==> src/rtl/note_seq_pkg.sv <==
// rtl/note_seq_pkg.sv - shared types and defaults for the note sequencer
package note_seq_pkg;

    typedef enum logic [1:0] {
        IDLE      = 2'd0,
        RAMP_UP   = 2'd1,
        HOLD      = 2'd2,
        RAMP_DOWN = 2'd3
    } seq_state_t;

    typedef struct packed {
        logic [15:0] tune;
        logic [7:0]  vol;
        logic [15:0] dur;
    } note_cmd_t;

    localparam int DEF_DEPTH     = 4;
    localparam int DEF_RAMP_STEP = 4;

endpackage

==> src/rtl/note_fifo.sv <==
// rtl/note_fifo.sv - small synchronous FIFO of note commands with flush
module note_fifo
    import note_seq_pkg::*;
#(
    parameter int DEPTH = DEF_DEPTH
) (
    input  logic                     clk,
    input  logic                     reset,
    input  logic                     flush,
    input  logic                     push,
    input  note_cmd_t                push_data,
    input  logic                     pop,
    output note_cmd_t                head,
    output logic [$clog2(DEPTH):0]   count,
    output logic                     full,
    output logic                     empty
);
    localparam int AW = $clog2(DEPTH);
    localparam int CW = AW + 1;

    note_cmd_t       mem [DEPTH];
    logic [AW-1:0]   wr_ptr;
    logic [AW-1:0]   rd_ptr;

    assign head  = mem[rd_ptr];
    assign full  = (count == CW'(DEPTH));
    assign empty = (count == '0);

    // Storage carries no reset; validity is tracked by count alone.
    always_ff @(posedge clk) begin
        if (push) begin
            mem[wr_ptr] <= push_data;
        end
    end

    always_ff @(posedge clk) begin
        if (reset || flush) begin
            wr_ptr <= '0;
            rd_ptr <= '0;
            count  <= '0;
        end else begin
            if (push) begin
                wr_ptr <= wr_ptr + AW'(1);
            end
            if (pop) begin
                rd_ptr <= rd_ptr + AW'(1);
            end
            case ({push, pop})
                2'b10:   count <= count + CW'(1);
                2'b01:   count <= count - CW'(1);
                default: count <= count;
            endcase
        end
    end

endmodule

==> src/rtl/note_sequencer.sv <==
// rtl/note_sequencer.sv - queues notes and ramps volume so tune changes happen at zero volume
module note_sequencer
    import note_seq_pkg::*;
#(
    parameter int DEPTH     = DEF_DEPTH,
    parameter int RAMP_STEP = DEF_RAMP_STEP
) (
    input  logic                     clk,
    input  logic                     reset,
    input  logic                     tick,
    input  logic                     cmd_valid,
    output logic                     cmd_ready,
    input  logic [15:0]              cmd_tune,
    input  logic [7:0]               cmd_vol,
    input  logic [15:0]              cmd_dur,
    input  logic                     flush,
    output logic [15:0]              tuneWord,
    output logic [7:0]               volume,
    output logic                     playing,
    output logic                     note_done,
    output logic [$clog2(DEPTH):0]   fifo_count
);
    localparam logic [8:0] STEP9 = 9'(RAMP_STEP);

    seq_state_t  state, state_n;
    logic [15:0] tune_n;
    logic [7:0]  vol_n, target, target_n;
    logic [15:0] dur_cnt, dur_n;
    logic        done_n;
    logic        pop, full, empty;
    note_cmd_t   head, push_data;
    logic [8:0]  up_sum, dn_diff;
    logic [7:0]  up_val, dn_val;

    assign cmd_ready = ~full & ~flush & ~reset;
    assign playing   = (state != IDLE);
    assign push_data = '{tune: cmd_tune, vol: cmd_vol, dur: cmd_dur};

    note_fifo #(.DEPTH(DEPTH)) u_fifo (
        .clk       (clk),
        .reset     (reset),
        .flush     (flush),
        .push      (cmd_valid & cmd_ready),
        .push_data (push_data),
        .pop       (pop),
        .head      (head),
        .count     (fifo_count),
        .full      (full),
        .empty     (empty)
    );

    // Ramp steps saturate at the target / at zero; the 9th bit catches overflow and underflow.
    always_comb begin
        up_sum  = {1'b0, volume} + STEP9;
        up_val  = (up_sum > {1'b0, target}) ? target : up_sum[7:0];
        dn_diff = {1'b0, volume} - STEP9;
        dn_val  = dn_diff[8] ? 8'd0 : dn_diff[7:0];
    end

    always_comb begin
        state_n  = state;
        tune_n   = tuneWord;
        vol_n    = volume;
        target_n = target;
        dur_n    = dur_cnt;
        done_n   = 1'b0;
        pop      = 1'b0;
        if (flush) begin
            if (state == RAMP_UP || state == HOLD) begin
                state_n = RAMP_DOWN;
            end
        end else if (tick) begin
            case (state)
                IDLE: begin
                    if (!empty) begin
                        pop      = 1'b1;
                        tune_n   = head.tune;
                        target_n = head.vol;
                        dur_n    = head.dur;
                        state_n  = RAMP_UP;
                    end
                end
                RAMP_UP: begin
                    vol_n = up_val;
                    if (up_val == target) begin
                        state_n = HOLD;
                    end
                end
                HOLD: begin
                    if (dur_cnt == '0) begin
                        done_n  = 1'b1;
                        state_n = RAMP_DOWN;
                    end else begin
                        dur_n = dur_cnt - 16'd1;
                    end
                end
                RAMP_DOWN: begin
                    vol_n = dn_val;
                    if (dn_val == '0) begin
                        state_n = IDLE;
                    end
                end
                default: state_n = IDLE;
            endcase
        end
    end

    always_ff @(posedge clk) begin
        if (reset) begin
            state     <= IDLE;
            tuneWord  <= '0;
            volume    <= '0;
            target    <= '0;
            dur_cnt   <= '0;
            note_done <= 1'b0;
        end else begin
            state     <= state_n;
            tuneWord  <= tune_n;
            volume    <= vol_n;
            target    <= target_n;
            dur_cnt   <= dur_n;
            note_done <= done_n;
        end
    end

endmodule

==> config.mk <==
export PLATFORM = sky130hd
export DESIGN_NAME = note_sequencer
export DESIGN_NICKNAME = d
export VERILOG_FILES = /design/src/rtl/note_seq_pkg.sv /design/src/rtl/note_fifo.sv /design/src/rtl/note_sequencer.sv
export SDC_FILE = /design/constraint.sdc
export NUM_CORES = 1
export LEC_CHECK = 0
export ABC_CLOCK_PERIOD_IN_PS = 4900
export CAP_MARGIN = 20
export CORE_AREA = 2 2 147 149
export CTS_CLUSTER_DIAMETER = 100
export DETAILED_ROUTE_END_ITERATION = 10
export DIE_AREA = 0 0 149 151
export GPL_TIMING_DRIVEN = 0
export PLACE_DENSITY = 0.65
export SYNTH_ARGS = -nofsm -noshare
export SYNTH_HDL_FRONTEND = slang
export SYNTH_SLANG_ARGS = --single-unit
==> constraint.sdc <==
create_clock -name clk -period 4.9 [get_ports clk]
set_input_delay 1.47 -clock clk [delete_from_list [all_inputs] [get_ports clk]]
set_output_delay 1.47 -clock clk [all_outputs]
set_load 0.02 [all_outputs]
==> flow_metrics.py, run 1 <==
metrics = {
    "global_routing": {
        "grt_pass1_wl_microns": 32500,
        "antenna_found_initial": 1,
        "track_usage_pct": 18.6,
        "grt_pass1_vias": 6095,
        "grt_overflow": 0,
        "grt_max_degree": 26,
    },
    "floorplan": {
        "dieArea_sq_um": 22500,
        "row_count": 53,
        "dieWidth_microns": 149,
        "pin_count": 75,
        "die-height_microns": 151,
        "start_util_pct": 44.7,
        "core_sq_um": 20800,
    },
    "clock_tree": {
        "clock-sinks": 220,
        "postCtsHoldBufs": 0,
        "clockBufferDepth": 3,
        "cts_root_buffer": "clkbuf_16",
        "worstSkewPairLatency_ns": 0.51,
        "cts_tree": "built",
        "cts_max_level": 1,
        "clk_pin_slew_ns": 0.06,
        "cts_buffers": 23,
    },
    "flow_run": {
        "maxCapViolations": 0,
    },
    "timing": {
        "relSlewSlack_pct": 49.8,
        "max_freq_mhz": 212,
        "holdWs_ns": 0.458,
        "period_share_pct": 96.3,
        "rsz0062_at_grt": "no",
        "hold_viol_final": 0,
        "fin_worst_skew_ns": 0.0125,
        "finalCriticalPeriod_ns": 4.72,
        "slew_violations": 0,
        "setup_viol": 0,
        "worst_pin_slew_ns": 0.753,
    },
    "yosys": {
        "async_reset_ff_share_pct": 0,
        "syn_inst": 670,
        "ys_seq_area_share_pct": 64.6,
        "synth.avg_cell_area_sq_um": 13.9,
        "yosys-top-cells-area": "edfxtp_1 (52%), dfxtp_1 (13%), mux4_2 (9.7%)",
        "synth_cell_types": 63,
        "ys_seq_elements": 220,
        "yosysTopAreaCellShare_pct": 51.6,
        "synth_edf_count": 160,
        "synth_fp_nets": 736,
        "synth_ff_type": "edfxtp_1",
        "yosys.area.top_type": "edfxtp_1",
        "synthesis.area_sq_um": 9300,
        "yosys_warnings": 0,
    },
    "drt": {
        "viasPerCell": 5.53,
        "post_drt_wl_per_cell_microns": 19.2,
        "drt-initial-drc-count": 389,
        "drtAntennaViolNets": 0,
        "drc": 0,
        "vias": 5877,
        "wirelength_microns": 20400,
        "dr.pass1.iters": 5,
    },
    "critical_path": {
        "crit_family": "buffers and inverters",
        "crit_path_max_incr_delay_ns": 0.57,
        "worst_ep_arrival_time_ns": 3.25,
        "cp.required_ns": 3.43,
        "cp_num_buf_inv": 3,
        "critPathCaptureType": "output pin",
        "slowest_stage": "clkdlybuf4s50_1",
        "setup.worst_path.class": "input port to output pin",
        "start_kind": "input port",
        "crit_fanout": 9,
        "crit_chain": "clkdlybuf4s50_1 > or2_1 > clkbuf_1 > a31oi_2 > dlygate4sd2_1",
    },
    "power": {
        "p_leak_nw": 3.66,
        "peakVddDrop_uv": 303,
        "power-per-cell-area_nw_per_um2": 400,
    },
    "placement": {
        "post-dp-hpwl_microns": 13600,
        "numPortBuffers": 73,
        "gp_congestion": 0.865,
    },
    "final_layout": {
        "drive_above_1_share_pct": 13.5,
        "final_core_util_pct": 53.8,
        "insertedDiodeCount": 0,
        "finalNetCount": 837,
        "areaGrowthSynthToFinish_pct": 20.5,
    },
    "status": {
        "status": "completed",
    },
    "worst_hold_path": {
        "hold_class": "flip-flop to flip-flop",
    },
}
[per-stage QoR]
step                setup slack, ns  instance area, sq um  power [W]  TNS (ns)  cells
detailed placement           -0.315                 10500    0.00281    -0.604   1022
floorplan                     0.841                  9300    0.00259         0    670
global placement             -0.357                 10400    0.00279    -55.53   1018
CTS                           0.190                 11200    0.00451         0   1064
finish                        0.179                 11200    0.00448         0   1063
global route                 0.0773                 11200    0.00468         0   1063
[metal layers]
metal  track usage, %  wire (microns)
met5                0               0
met4             5.48             418
met3             3.86            1140
met2             32.8           10300
met1             23.3            8490
[tightest hold or removal path: stages, from the launching register on]
cell and delay, ns:
dfxtp_1 0.31, nand2_1 0.05, a21oi_1 0.05
[cell type report]
| type | count | area [sq um] |
|---|---|---|
| repair buffers | 77 | 810 |
| fillers | 1750 | 9610 |
| clock inverters | 12 | 124 |
| plain buffers | 34 | 153 |
| clock buffers | 30 | 622 |
| inverters | 30 | 113 |
| flip-flops and latches | 220 | 6010 |
| multi-input cells | 385 | 3040 |
| well taps | 275 | 344 |
[synthesized netlist by cell type, types with 2 or more instances]
cell type,instances
o211a_1,2
mux2i_1,5
and3_1,4
ha_1,20
nand4_1,3
nor3_2,2
a211oi_1,5
o211ai_1,2
and2_1,3
nor3b_1,2
nand3_1,9
nand2b_1,7
dfxtp_1,60
a31oi_1,7
nor3_1,11
or2_1,2
a21o_1,3
or3b_1,2
inv_1,29
o22ai_1,4
edfxtp_1,160
o31a_1,2
o21ai_0,20
buf_1,6
xnor2_1,10
a21oi_1,55
o32ai_1,2
nand3b_1,4
or3_1,5
nand2_1,78
o21ai_1,4
buf_4,2
a32o_1,2
nor4_1,5
xor2_1,9
nor2_1,30
buf_2,8
mux4_2,40
a221oi_1,3
nor2b_1,3
clkbuf_1,18
[state kept, by name, indices dropped and copies added (netlist names), named ones only]
register and flops:
dur_cnt 16, note_done 1, state 2, target 8, tuneWord 16, u_fifo.count 3, u_fifo.mem 160, u_fifo.rd_ptr 2
u_fifo.wr_ptr 2, volume 8
[what timing repair did]
item,CTS,global route
resized for setup,2,0
endpoints found under the setup margin,1,1
gates cloned,0,0
buffers inserted,0,0
[layout by cell type, fill, tap and decap left out, drive strengths merged, types with 6 or more instances in the layout]
master,n
mux4,40
nand2,79
inv,31
nand3,9
clkbuf,48
buf,20
dfxtp,60
nor3,14
a31oi,7
edfxtp,160
o21ai,24
nor2,30
xnor2,10
xor2,9
clkdlybuf4s50,72
ha,20
nand2b,7
or3,6
a21oi,56
[power by group]
| part | internal [W] | switching (W) | leakage [nW] | total, W |
|---|---|---|---|---|
| clock | 0.00100 | 0.000687 | 0.350 | 0.00169 |
| combinational | 0.000268 | 0.000435 | 1.38 | 0.000703 |
| sequential | 0.00204 | 0.0000431 | 1.93 | 0.00208 |
| total | 0.00331 | 0.00117 | 3.66 | 0.00448 |
[worst paths after layout]
check	from	end	slack, ns	depth (start not counted)
max	flush	cmd_ready	0.18	5
max reg2reg	state[0]	u_fifo.count[2]	1.77	10
min	tuneWord[2]	tuneWord[2]	0.46	2
min reg2reg	tuneWord[2]	tuneWord[2]	0.46	2
[cells by family after synthesis]
| family | after synthesis | synth area share [%] |
|---|---|---|
| xor gates and xnor gates | 19 | 1.79 |
| and+or+nand+nor | 179 | 9.46 |
| DFF | 220 | 64.6 |
| muxes | 45 | 10.2 |
| adders and majority gates | 21 | 2.91 |
| AOI/OAI and AO/OA | 121 | 8.18 |
| buffers and inverters | 65 | 2.89 |
No activity file was read; power rests on OpenSTA's default activity.
==> run 2: changes to the inputs <==
CORE_AREA = 4 4 149 151   (was 2 2 147 149)
DIE_AREA = 0 0 153 155   (was 0 0 149 151)
==> run 2 against run 1 <==
Compared with the run above: total power decreased by 0.49%; die area rose by 5.4%; design area down 0.16%; clock skew shrank 0.0042 ns; first-iteration DRC count down 5.1%; routed wire length increased by 0.44%; register-to-register slack got worse by 0.41 ns; worst hold slack about the same; worst setup slack lost 0.017 ns; critical endpoint is now u_fifo.count[2].
==> flow_metrics.py, run 2 (synthesized netlist as in run 1, its figures left out) <==
metrics = {
    "placement": {
        "numPortBuffers": 73,
        "post-dp-hpwl_microns": 13900,
        "gp_congestion": 0.846,
        "placed_area_sq_um": 10500,
        "placed_cells": 1022,
    },
    "timing": {
        "finalCriticalPeriod_ns": 4.74,
        "hold_viol_final": 0,
        "period_share_pct": 96.7,
        "rsz0062_at_grt": "no",
        "setup_viol": 0,
        "fin_worst_skew_ns": 0.00828,
        "worst_pin_slew_ns": 0.860,
        "slew_violations": 0,
        "relSlewSlack_pct": 42.1,
        "tns_ns": 0,
        "max_freq_mhz": 211,
    },
    "floorplan": {
        "row_count": 53,
        "dieArea_sq_um": 23700,
        "die-height_microns": 155,
        "core_sq_um": 20800,
        "pin_count": 75,
        "dieWidth_microns": 153,
        "start_util_pct": 44.7,
    },
    "final_layout": {
        "drive_above_1_share_pct": 13.1,
        "num-fill-cells": 1753,
        "design_area_sq_um": 11200,
        "reg_top3": "u_fifo.mem (160), dur_cnt (16), tuneWord (16)",
        "final_common_cell": "edfxtp_1",
        "insertedDiodeCount": 0,
        "finalNetCount": 838,
        "stdcell_count": 1064,
        "regMostFlops": "u_fifo.mem",
        "areaGrowthSynthToFinish_pct": 20.3,
        "largest_register_ffs": 160,
        "mostFrequentLayoutCells": "edfxtp_1 (160), nand2_1 (78), clkdlybuf4s50_1 (72), dfxtp_1 (60), a21oi_1 (55)",
    },
    "critical_path": {
        "critPathCaptureType": "flip-flop",
        "start_kind": "input port",
        "crit_chain": "clkdlybuf4s50_1 > nor2b_1 > nand3_1 > inv_2 > buf_1 > ha_1 > inv_1 > fa_1 > xor2_1 > or3_1 > a21oi_1",
        "slowest_stage": "buf_1",
        "crit_fanout": 10,
        "crit_family": "buffers and inverters",
        "cp.required_ns": 5.34,
        "cp_num_buf_inv": 4,
        "setup.worst_path.class": "input port to flip-flop",
        "worst_ep_arrival_time_ns": 5.17,
        "r2r_start": "state[0]",
        "crit_path_max_incr_delay_ns": 0.59,
        "crit_start": "flush",
    },
    "power": {
        "pwr-share-comb_pct": 15.7,
        "power_w": 0.00446,
        "switchingPower_w": 0.00116,
        "power-per-cell-area_nw_per_um2": 398,
        "clkPwrFrac_pct": 37.5,
        "p_leak_nw": 3.66,
        "power_frac_seq_pct": 46.8,
        "peakVddDrop_uv": 294,
        "p_sw_share_pct": 26.1,
        "p_int_w": 0.00329,
    },
    "drt": {
        "drt-initial-drc-count": 369,
        "viasPerCell": 5.50,
        "dr.pass1.iters": 5,
        "vias": 5854,
        "drtAntennaViolNets": 0,
        "post_drt_wl_per_cell_microns": 19.2,
        "drc": 0,
        "wirelength_microns": 20400,
    },
    "clock_tree": {
        "clk_pin_slew_ns": 0.06,
        "clockBufferDepth": 3,
        "clock-sinks": 220,
        "cts_root_buffer": "clkbuf_16",
        "cts_max_level": 1,
        "worstSkewPairLatency_ns": 0.51,
        "cts_buffers": 23,
        "cts_tree": "built",
    },
    "worst_hold_path": {
        "hold_class": "flip-flop to flip-flop",
        "hold_start": "tuneWord[0]",
    },
    "global_routing": {
        "track_usage_pct": 17.1,
        "grt_overflow": 0,
        "grt_max_degree": 23,
        "grt_pass1_vias": 6066,
        "antenna_found_initial": 1,
        "grt_pass1_wl_microns": 32500,
    },
    "status": {
        "status": "completed",
    },
    "flow_run": {
        "maxCapViolations": 0,
    },
}
## run 2: cell count changes in the layout (fill, tap and decap cells not counted), sizes merged
cell / delta
clkinv: +2
clkinvlp: -2
buf: +1
## run 2: per-layer routing
layer / vias up / global-route usage, % / part of all wire (%)
met1: 2916 / 21.3 / 41
met2: 176 / 30.9 / 52
met4: 2 / 4.45 / 1.7
li1: 2729 / - / -
met3: 31 / 3.17 / 5.3
met5: - / 0 / 0.098
## run 2: power by group through the flow
stage	Sequential [W]	Clock (W)	Combinational (W)
2_1_floorplan	0.00212	0	0.000469
3_3_place_gp	0.00212	0	0.000662
3_5_place_dp	0.00212	0	0.000688
4_1_cts	0.00208	0.00172	0.000692
5_1_grt	0.00209	0.00180	0.000769
6_report	0.00209	0.00167	0.000700
## run 2: area by class of cell
type                       count  area, sq um  area share (%)
sequential                   220         6010            53.7
multi-input combinational    385         3040            27.2
timing repair buffer          77          810            7.23
clock buffer                  30          612            5.47
tap                          275          344            3.07
buffer                        35          156            1.40
clock inverter                12          113            1.01
inverter                      30          113            1.01
## run 2: worst reg2reg max path, stage by stage (launching register included)
cell	delay [ns]
dfxtp_1	0.36
inv_1	0.13
ha_1	0.22
nand3_1	0.42
inv_2	0.40
buf_1	0.59
ha_1	0.30
inv_1	0.06
fa_1	0.38
xor2_1	0.17
or3_1	0.32
a21oi_1	0.14
## run 2: timing repair
item,in CTS,in global routing
hold buffers,0,0
buffers inserted,0,0
endpoints found under the setup margin,1,0
resized for setup,2,0
## run 2: stage by stage
| stage | hold slack [ns] | util (%) | setup slack [ns] |
|---|---|---|---|
| 2_1_floorplan | 0.456 | - | 0.841 |
| 3_3_place_gp | 0.445 | 49.8 | -0.248 |
| 3_5_place_dp | 0.451 | 50.2 | -0.316 |
| 4_1_cts | 0.463 | 53.7 | 0.209 |
| 5_1_grt | 0.481 | 53.7 | 0.00655 |
| 6_report | 0.458 | 53.7 | 0.163 |
## run 2: final timing paths
| path | endpoint | slack [ns] | cells after the start |
|---|---|---|---|
| worst min-delay path | tuneWord[0] | 0.46 | 2 |
| worst max register to register | u_fifo.count[2] | 1.36 | 11 |
| worst min register to register | tuneWord[0] | 0.46 | 2 |
| worst max-delay path | u_fifo.count[2] | 0.16 | 11 |
